<file path="config.mk">
export PLATFORM = sky130hd
export DESIGN_NAME = fetch_unit24_flat
export DESIGN_NICKNAME = d
export VERILOG_FILES = /design/src/rtl/fetch_unit24_pkg.sv /design/src/rtl/fetch_unit24_if.sv /design/src/rtl/fetch_unit24_fifo2.sv /design/src/rtl/fetch_unit24.sv /design/src/flat_wrapper.sv
export SDC_FILE = /design/constraint.sdc
export NUM_CORES = 1
export LEC_CHECK = 0
export CAP_MARGIN = 10
export CORE_MARGIN = 1
export CORE_UTILIZATION = 56
export CTS_BUF_LIST = sky130_fd_sc_hd__clkbuf_4 sky130_fd_sc_hd__clkbuf_8
export DETAILED_ROUTE_END_ITERATION = 10
export PLACE_DENSITY = 0.85
export SLEW_MARGIN = 20
export SYNTH_ARGS = -nofsm -noshare
export SYNTH_HDL_FRONTEND = slang
export SYNTH_SLANG_ARGS = --single-unit
</file>
<file path="constraint.sdc">
create_clock -name clk -period 4.9 [get_ports clk]
set_input_delay 1.225 -clock clk [delete_from_list [all_inputs] [get_ports clk]]
set_output_delay 1.225 -clock clk [all_outputs]
set_load 0.01 [all_outputs]
</file>
<file path="src/rtl/fetch_unit24_pkg.sv">
// fetch_unit24_pkg: shared ISA constants and fetch queue entry type
package fetch_unit24_pkg;
  localparam int PC_W = 24;
  localparam int ISA_W = 24;
  localparam logic [3:0] OPC_HALT = 4'h0;
  localparam logic [3:0] OPC_BEQ = 4'h7;
  localparam logic [3:0] OPC_JMP = 4'h8;
  localparam logic [PC_W-1:0] RESET_PC_DEFAULT = '0;
  typedef struct packed {
    logic [ISA_W-1:0] instr;
    logic [PC_W-1:0] pc;
  } fetch_entry_t;
endpackage

</file>
<file path="src/rtl/fetch_unit24_if.sv">
// fetch_unit24_if: imem, control and decode-side signals; master=fetch unit, slave=environment
interface fetch_unit24_if;
  import fetch_unit24_pkg::*;
  logic imem_en;
  logic [PC_W-1:0] imem_addr;
  logic [ISA_W-1:0] imem_rdata;
  logic redirect;
  logic [PC_W-1:0] redirect_pc;
  logic halt_req;
  logic out_valid;
  logic out_ready;
  logic [ISA_W-1:0] out_instr;
  logic [PC_W-1:0] out_pc;
  logic halted;
  modport master (output imem_en, imem_addr, out_valid, out_instr, out_pc, halted,
                  input imem_rdata, redirect, redirect_pc, halt_req, out_ready);
  modport slave (input imem_en, imem_addr, out_valid, out_instr, out_pc, halted,
                 output imem_rdata, redirect, redirect_pc, halt_req, out_ready);
endinterface

</file>
<file path="src/rtl/fetch_unit24_fifo2.sv">
// fetch_unit24_fifo2: 2-entry {instr,pc} queue; ports i_flush/i_push/i_pop/i_data in, o_head/o_count out
module fetch_unit24_fifo2 import fetch_unit24_pkg::*; (
  input  logic         clk,
  input  logic         rst,
  input  logic         i_flush,
  input  logic         i_push,
  input  logic         i_pop,
  input  fetch_entry_t i_data,
  output fetch_entry_t o_head,
  output logic [1:0]   o_count
);
  fetch_entry_t r_mem [2];
  logic [1:0] r_cnt;
  logic w_wi;
  // head always lives in slot 0; a push lands in the first slot left free after any pop
  assign w_wi = r_cnt[0] ^ i_pop;
  assign o_head = r_mem[0];
  assign o_count = r_cnt;
  always_ff @(posedge clk) begin
    if (rst || i_flush) r_cnt <= '0;
    else r_cnt <= r_cnt + {1'b0, i_push} - {1'b0, i_pop};
    if (i_pop) r_mem[0] <= r_mem[1];
    if (i_push) r_mem[w_wi] <= i_data;
  end
endmodule

</file>
<file path="src/rtl/fetch_unit24.sv">
// fetch_unit24: PC/issue logic, 1-cycle imem return, 2-entry output queue, redirect and halt; ports clk, rst, bus (master)
module fetch_unit24 import fetch_unit24_pkg::*; #(
  parameter logic [PC_W-1:0] RESET_PC = RESET_PC_DEFAULT
) (
  input logic clk,
  input logic rst,
  fetch_unit24_if.master bus
);
  localparam logic [0:0] S_RUN = 1'b0;
  localparam logic [0:0] S_HALTED = 1'b1;
  logic [0:0] r_state;
  logic [PC_W-1:0] r_pc, r_tag;
  logic r_inflight;
  logic [1:0] w_cnt;
  fetch_entry_t w_head;
  logic w_run, w_flush, w_issue, w_pop, w_push;
  assign w_run = r_state == S_RUN;
  assign w_flush = bus.redirect || bus.halt_req;
  // credit: queued + in-flight may never exceed the queue depth, so a return always fits
  assign w_issue = !rst && w_run && !w_flush && (w_cnt + {1'b0, r_inflight}) < 2'd2;
  // an arriving word bypasses the empty queue so it is visible the cycle it returns
  assign bus.out_valid = w_cnt != 2'd0 || r_inflight;
  assign bus.out_instr = w_cnt != 2'd0 ? w_head.instr : r_inflight ? bus.imem_rdata : '0;
  assign bus.out_pc = w_cnt != 2'd0 ? w_head.pc : r_inflight ? r_tag : '0;
  assign w_pop = bus.out_valid && bus.out_ready;
  assign w_push = r_inflight && !(w_cnt == 2'd0 && w_pop);
  assign bus.imem_en = w_issue;
  assign bus.imem_addr = r_pc;
  assign bus.halted = r_state == S_HALTED;
  fetch_unit24_fifo2 u_fifo (
    .clk(clk),
    .rst(rst),
    .i_flush(w_flush),
    .i_push(w_push),
    .i_pop(w_pop && w_cnt != 2'd0),
    .i_data({bus.imem_rdata, r_tag}),
    .o_head(w_head),
    .o_count(w_cnt)
  );
  always_ff @(posedge clk) begin
    if (rst) begin
      r_state <= S_RUN;
      r_pc <= RESET_PC;
      r_tag <= '0;
      r_inflight <= 1'b0;
    end else begin
      if (bus.halt_req) r_state <= S_HALTED;
      r_inflight <= w_issue;
      if (w_issue) begin
        r_tag <= r_pc;
        r_pc <= r_pc + 1'b1;
      end else if (bus.redirect && !bus.halt_req && w_run) r_pc <= bus.redirect_pc;
    end
  end
endmodule
</file>
<file path="src/flat_wrapper.sv">
// flat-port wrapper written by rule: the top's interface ports become plain ports
module fetch_unit24_flat import fetch_unit24_pkg::*;
#(
  parameter logic [PC_W-1:0] RESET_PC = RESET_PC_DEFAULT
)
  (clk, rst, bus_imem_en, bus_imem_addr, bus_out_valid, bus_out_instr, bus_out_pc, bus_halted, bus_imem_rdata, bus_redirect, bus_redirect_pc, bus_halt_req, bus_out_ready);
  fetch_unit24_if bus_i ();
  input logic clk;
  input logic rst;
  output wire logic [$bits(bus_i.imem_en)-1:0] bus_imem_en;
  output wire logic [$bits(bus_i.imem_addr)-1:0] bus_imem_addr;
  output wire logic [$bits(bus_i.out_valid)-1:0] bus_out_valid;
  output wire logic [$bits(bus_i.out_instr)-1:0] bus_out_instr;
  output wire logic [$bits(bus_i.out_pc)-1:0] bus_out_pc;
  output wire logic [$bits(bus_i.halted)-1:0] bus_halted;
  input wire logic [$bits(bus_i.imem_rdata)-1:0] bus_imem_rdata;
  input wire logic [$bits(bus_i.redirect)-1:0] bus_redirect;
  input wire logic [$bits(bus_i.redirect_pc)-1:0] bus_redirect_pc;
  input wire logic [$bits(bus_i.halt_req)-1:0] bus_halt_req;
  input wire logic [$bits(bus_i.out_ready)-1:0] bus_out_ready;
  assign bus_imem_en = bus_i.imem_en;
  assign bus_imem_addr = bus_i.imem_addr;
  assign bus_out_valid = bus_i.out_valid;
  assign bus_out_instr = bus_i.out_instr;
  assign bus_out_pc = bus_i.out_pc;
  assign bus_halted = bus_i.halted;
  assign bus_i.imem_rdata = bus_imem_rdata;
  assign bus_i.redirect = bus_redirect;
  assign bus_i.redirect_pc = bus_redirect_pc;
  assign bus_i.halt_req = bus_halt_req;
  assign bus_i.out_ready = bus_out_ready;
  fetch_unit24 #(.RESET_PC(RESET_PC)) u_core (.clk(clk), .rst(rst), .bus(bus_i));
endmodule
</file>
==> results of run 1 <==
-- per-layer routing --
metal | up-vias | global-route usage (%) | routed length [microns]
li1 | 2462 | - | -
met4 | 0 | 6.31 | 106
met2 | 228 | 39.7 | 7100
met1 | 2468 | 36.0 | 6890
met5 | - | 0 | 0
met3 | 11 | 6.34 | 1120
-- power breakdown --
part	switching, W	internal, W
Combinational	0.0000762	0.0000864
Clock	0.000445	0.000366
Sequential	0.0000266	0.00134
-- worst paths after layout --
kind                     start  cells past startpoint                         end
max               bus_halt_req                      5                 bus_imem_en
min           u_core.r_tag[14]                      0  u_core.u_fifo.r_mem[1][14]
max reg2reg  u_core.r_inflight                      7    u_core.bus.imem_addr[23]
min reg2reg   u_core.r_tag[14]                      0  u_core.u_fifo.r_mem[1][14]
-- registers in the layout, summed over array words and instances, names as in the netlist --
signal and count:
u_core.r_tag 24, u_core.bus.halted 1, u_core.u_fifo.o_count 2, u_core.bus.imem_addr 24, u_core.u_fifo.r_mem 96, u_core.r_inflight 1
-- layout make-up --
type | instances | area, sq um
sequential | 148 | 3930
fill | 820 | 3140
multi-input combinational | 425 | 2520
timing repair buffer | 134 | 1340
clock buffer | 19 | 255
tap | 143 | 179
clock inverter | 13 | 85.1
inverter | 8 | 30.0
-- layout by cell type (no fill, tap or decap), drive strengths merged, types with 2 or more instances in the layout --
cell type	count
nand2	167
clkdlybuf4s50	126
edfxtp	96
nand3	62
dfxtp	52
mux2	52
a21oi	40
clkbuf	19
nor2	16
a31oi	11
nand4	10
inv	10
clkinv	10
o21ai	9
buf	8
or3	6
a22oi	6
nor4	6
ha	5
and3	4
o211ai	3
or2	3
nor3	3
and2	2
a41oi	2
nand2b	2
a32oi	2
a2bb2oi	2
o311ai	2
-- cell families (layout without fill, tap and decap cells) --
family	count (synthesis)	count (layout)	share of synthesized area, %
simple gates	284	284	20.0
flops	148	148	59.2
compound gates	81	81	7.49
mux	53	53	8.98
buf+inv	47	174	3.08
fa+ha+maj	5	5	0.944
xor+xnor	2	2	0.264
-- through the flow --
step	hold slack (ps)	std cells
2_1_floorplan	446	620
3_3_place_gp	463	857
3_5_place_dp	469	857
4_1_cts	491	889
5_1_grt	504	890
6_report	486	890
-- Yosys cell counts (3+ instances only) --
master	count
nand3_1	62
or3_1	6
dfxtp_1	52
nor4_1	3
edfxtp_1	96
a31oi_1	11
o21ai_0	7
mux2_2	50
clkbuf_1	27
buf_1	3
nor4_4	3
a21oi_1	40
buf_4	4
nand2_1	167
buf_2	4
inv_1	7
and3_1	3
nand4_1	8
ha_1	5
nor2_1	16
o211ai_1	3
or2_2	3
a22oi_1	6
-- worst register-to-register path, cell delays in order, from the launching register on --
cell and delay (ps):
dfxtp_2 1000, a21oi_1 260, o21ai_4 250, inv_2 70, buf_4 260, nor2_1 830, o21ai_0 240, a31oi_1 250
==> results.json, run 1 <==
{
  "cp-start-kind": "primary input",
  "final_area_sq_um": 8330,
  "hold_class": "reg -> reg",
  "antenna_found_initial": 0,
  "synth_cell_types": 48,
  "cts_setup_buffers": 0,
  "grt_usage_pct": 25.5,
  "core-area_sq_um": 11500,
  "finalHoldViolCount": 0,
  "ir_drop_uv": 168,
  "max_freq_mhz": 246,
  "r2r_slack_ps": 1660,
  "synth_edf_count": 96,
  "numCtsBuffers": 17,
  "finalSetupViolCount": 0,
  "rsz0062_at_grt": "false",
  "holdBufCountCts": 0,
  "grt_pass1_wl_microns": 25100,
  "finalMaxSlewViolations": 0,
  "area_growth_pct": 25.7,
  "max_cap_viol_count": 0,
  "finalCritPeriodShare_pct": 83.0,
  "drt_iter0_markers": 373,
  "nNetsFinal": 792,
  "grt_pass1_vias": 4996,
  "slew_headroom_pct": 32.7,
  "netlist_instances": 620,
  "dr.pass1.iters": 5,
  "cp_top_family": "buffers and inverters",
  "yosysTopAreaCellShare_pct": 43.5,
  "syn_avg_cell_area_sq_um": 10.7,
  "synthTopCellsByArea": "edfxtp_1 43%, dfxtp_1 16%, nand2_1 9.5%",
  "max_slew.worst_pin.slew_ps": 1010,
  "grt-ovfl-total": 0,
  "worstSetupPathType": "in -> out",
  "cp.required_ps": 3670,
  "period_minus_slack_ps": 4070,
  "synthFlopType": "edfxtp_1",
  "power_density_nw_per_um2": 281,
  "clock-root-buffer": "clkbuf_8",
  "slowest_delay_ps": 530,
  "drc": 0,
  "cts_resized": 0,
  "io_pins": 128,
  "cts.reportedPaths.clkPinSlew_ps": 80,
  "htreeDepth": 4,
  "power.total_w": 0.00234,
  "diodes": 0,
  "die-area_sq_um": 12300,
  "fin_util_pct": 72.6,
  "drive_above_1_share_pct": 14.5,
  "crit_chain": "clkdlybuf4s50_1, nor4_4, o21ai_4, inv_2, clkdlybuf4s50_1",
  "fin_skew_ps": 11.0,
  "timing.final.ws_setup_ps": 834,
  "synth.largest_area_cell": "edfxtp_1",
  "die_w_microns": 111,
  "port-buffer-count": 127,
  "syn_nets": 678,
  "crit_fanout": 5,
  "critPathSlowestCell": "clkdlybuf4s50_1",
  "cts_num_sinks": 148,
  "grt_max_degree": 53,
  "clk_latency_ps": 430,
  "tns_ps": 0,
  "yosys_warnings": 0,
  "cts_tree": "yes",
  "num_rows": 39,
  "post_drt_wl_per_cell_microns": 17.1,
  "hpwlAfterDp_microns": 9620,
  "crit_buf_inv": 3,
  "ys_seq_area_share_pct": 59.2,
  "vias_per_cell": 5.81,
  "cts.path.max_buffers": 2,
  "syn_area_sq_um": 6630,
  "start_util_pct": 57.8,
  "ys_ff_latch": 148,
  "chipHeight_microns": 111,
  "crit_path_end_kind": "output pin",
  "p_leak_nw": 3.01,
  "ys_async_sr_fraction_pct": 0,
  "dp_slack_ps": 852,
  "placed_area_sq_um": 7960,
  "vias": 5169,
  "crit_top_cell": "clkdlybuf4s50_1",
  "status": "finished clean",
  "arrival_ps": 2840,
  "postRouteAntennaNets": 0,
  "gp_congestion": 0.838,
  "wl_microns": 15200
}
Power figures use the tool's default switching activity.
==> inputs of run 2 (changes only) <==
--- a/config.mk
+++ b/config.mk
@@ -7,10 +7,10 @@
 export LEC_CHECK = 0
 export CAP_MARGIN = 10
 export CORE_MARGIN = 1
-export CORE_UTILIZATION = 56
+export CORE_UTILIZATION = 54
 export CTS_BUF_LIST = sky130_fd_sc_hd__clkbuf_4 sky130_fd_sc_hd__clkbuf_8
 export DETAILED_ROUTE_END_ITERATION = 10
-export PLACE_DENSITY = 0.85
+export PLACE_DENSITY = 0.83
 export SLEW_MARGIN = 20
 export SYNTH_ARGS = -nofsm -noshare
 export SYNTH_HDL_FRONTEND = slang
==> constraint.sdc (replaced) <==
create_clock -name clk -period 4 [get_ports clk]
set_input_delay 1 -clock clk [delete_from_list [all_inputs] [get_ports clk]]
set_output_delay 1 -clock clk [all_outputs]
set_load 0.01 [all_outputs]
==> results.json, run 2 (synthesis results as in run 1) <==
{
  "worstSetupPathType": "in -> out",
  "finalHoldViolCount": 0,
  "area_growth_pct": 26.8,
  "hold_class": "reg -> reg",
  "wl_met1_microns": 6820,
  "clk_latency_ps": 450,
  "cts_resized": 0,
  "largest-register": "u_core.u_fifo.r_mem",
  "start_util_pct": 55.2,
  "top_layer": "met4",
  "ir_drop_uv": 195,
  "chipHeight_microns": 113,
  "max_slew.worst_pin.slew_ps": 990,
  "die-area_sq_um": 12700,
  "power_density_nw_per_um2": 363,
  "num_rows": 40,
  "io_pins": 128,
  "crit_fanout": 5,
  "finalCritPeriodShare_pct": 89.7,
  "routed-wl-met3_microns": 1260,
  "final_cell_mix": "167 x nand2_1, 126 x clkdlybuf4s50_1, 96 x edfxtp_1, 62 x nand3_1, 51 x dfxtp_1",
  "grt-ovfl-total": 0,
  "cp-start-kind": "primary input",
  "nNetsFinal": 793,
  "numCtsBuffers": 17,
  "slowest_delay_ps": 540,
  "grt_usage_pct": 25.1,
  "crit_chain": "clkdlybuf4s50_1, nor4_4, o21ai_4, inv_2, clkdlybuf4s50_1",
  "port-buffer-count": 127,
  "power.total_w": 0.00305,
  "finalMaxSlewViolations": 0,
  "postRouteAntennaNets": 0,
  "dr.pass1.iters": 5,
  "grt_pass1_vias": 5038,
  "drc": 0,
  "tns_ps": 0,
  "final_common_cell": "nand2_1",
  "diodes": 0,
  "antenna_found_initial": 0,
  "grt_max_degree": 52,
  "r2r_slack_ps": 840,
  "max_freq_mhz": 279,
  "p_leak_nw": 3.03,
  "clock-root-buffer": "clkbuf_8",
  "grt_pass1_wl_microns": 24800,
  "crit_top_cell": "clkdlybuf4s50_1",
  "fillers": 900,
  "vias_per_cell": 5.76,
  "cp.required_ps": 3000,
  "wl_microns": 15400,
  "holdBufCountCts": 0,
  "arrival_ps": 2590,
  "largest_reg_flops": 96,
  "drt_iter0_markers": 453,
  "critPathSlowestCell": "clkdlybuf4s50_1",
  "finalSetupViolCount": 0,
  "rsz0062_at_grt": "false",
  "vias": 5153,
  "cts_tree": "yes",
  "gp_congestion": 0.846,
  "post_drt_wl_per_cell_microns": 17.2,
  "cts.reportedPaths.clkPinSlew_ps": 70,
  "status": "finished clean",
  "fin_skew_ps": 14.0,
  "drive_above_1_share_pct": 14.6,
  "slew_headroom_pct": 34.0,
  "hpwlAfterDp_microns": 9930,
  "cts_num_sinks": 148,
  "period_minus_slack_ps": 3590,
  "core-area_sq_um": 12000,
  "die_w_microns": 113,
  "cts_setup_buffers": 0,
  "max_cap_viol_count": 0,
  "wl_met2_microns": 7090,
  "crit_path_end_kind": "output pin",
  "htreeDepth": 4,
  "cts.path.max_buffers": 2
}
==> run 2: final timing paths <==
check                                         startpoint                         end  depth (start not counted)
worst min-delay path                     u_core.r_tag[6]   u_core.u_fifo.r_mem[1][6]                          0
worst max register to register  u_core.u_fifo.o_count[1]  u_core.u_fifo.r_mem[0][34]                          6
worst max-delay path                        bus_halt_req                 bus_imem_en                          5
worst min register to register           u_core.r_tag[6]   u_core.u_fifo.r_mem[1][6]                          0
==> run 2: layout make-up <==
| cell class | count | area (sq um) | share of cell area (%) |
|---|---|---|---|
| Sequential cell | 148 | 3930 | 46.7 |
| Multi-Input combinational cell | 425 | 2520 | 29.9 |
| Timing Repair Buffer | 135 | 1340 | 15.9 |
| Clock buffer | 21 | 289 | 3.44 |
| Tap cell | 147 | 184 | 2.19 |
| Clock inverter | 11 | 121 | 1.44 |
| Inverter | 8 | 30.0 | 0.357 |
==> run 2: per-layer routing <==
metal,vias to the layer above,GRT usage (%)
met1,2429,34.5
li1,2453,-
met5,-,0
met2,249,39.4
met4,0,8.98
met3,22,5.52
==> run 2: report_power, final <==
part / internal [W] / total, W / leakage (nW) / switching (W)
logic: 0.000107 / 0.000202 / 1.50 / 0.0000951
registers: 0.00164 / 0.00167 / 1.32 / 0.0000302
clock network: 0.000622 / 0.00118 / 0.209 / 0.000559
total: 0.00237 / 0.00305 / 3.03 / 0.000685
==> run 2: critical path: cells and delay by family <==
kind / cells / cell delay, ps
AND/OR/NAND/NOR: 1 / 350
AO/OA/AOI/OAI: 1 / 100
buffers and inverters: 3 / 1140
==> run 2: stage by stage <==
stage	area (sq um)	hold slack, ps	utilization, %	worst slack [ps]	std cells
5_1_grt	8400	513	70.0	306	895
6_report	8400	490	70.0	411	895
3_5_place_dp	7990	468	66.5	424	863
4_1_cts	8400	487	69.9	415	895
2_1_floorplan	6630	446	-	629	620
3_3_place_gp	7990	462	66.5	455	863
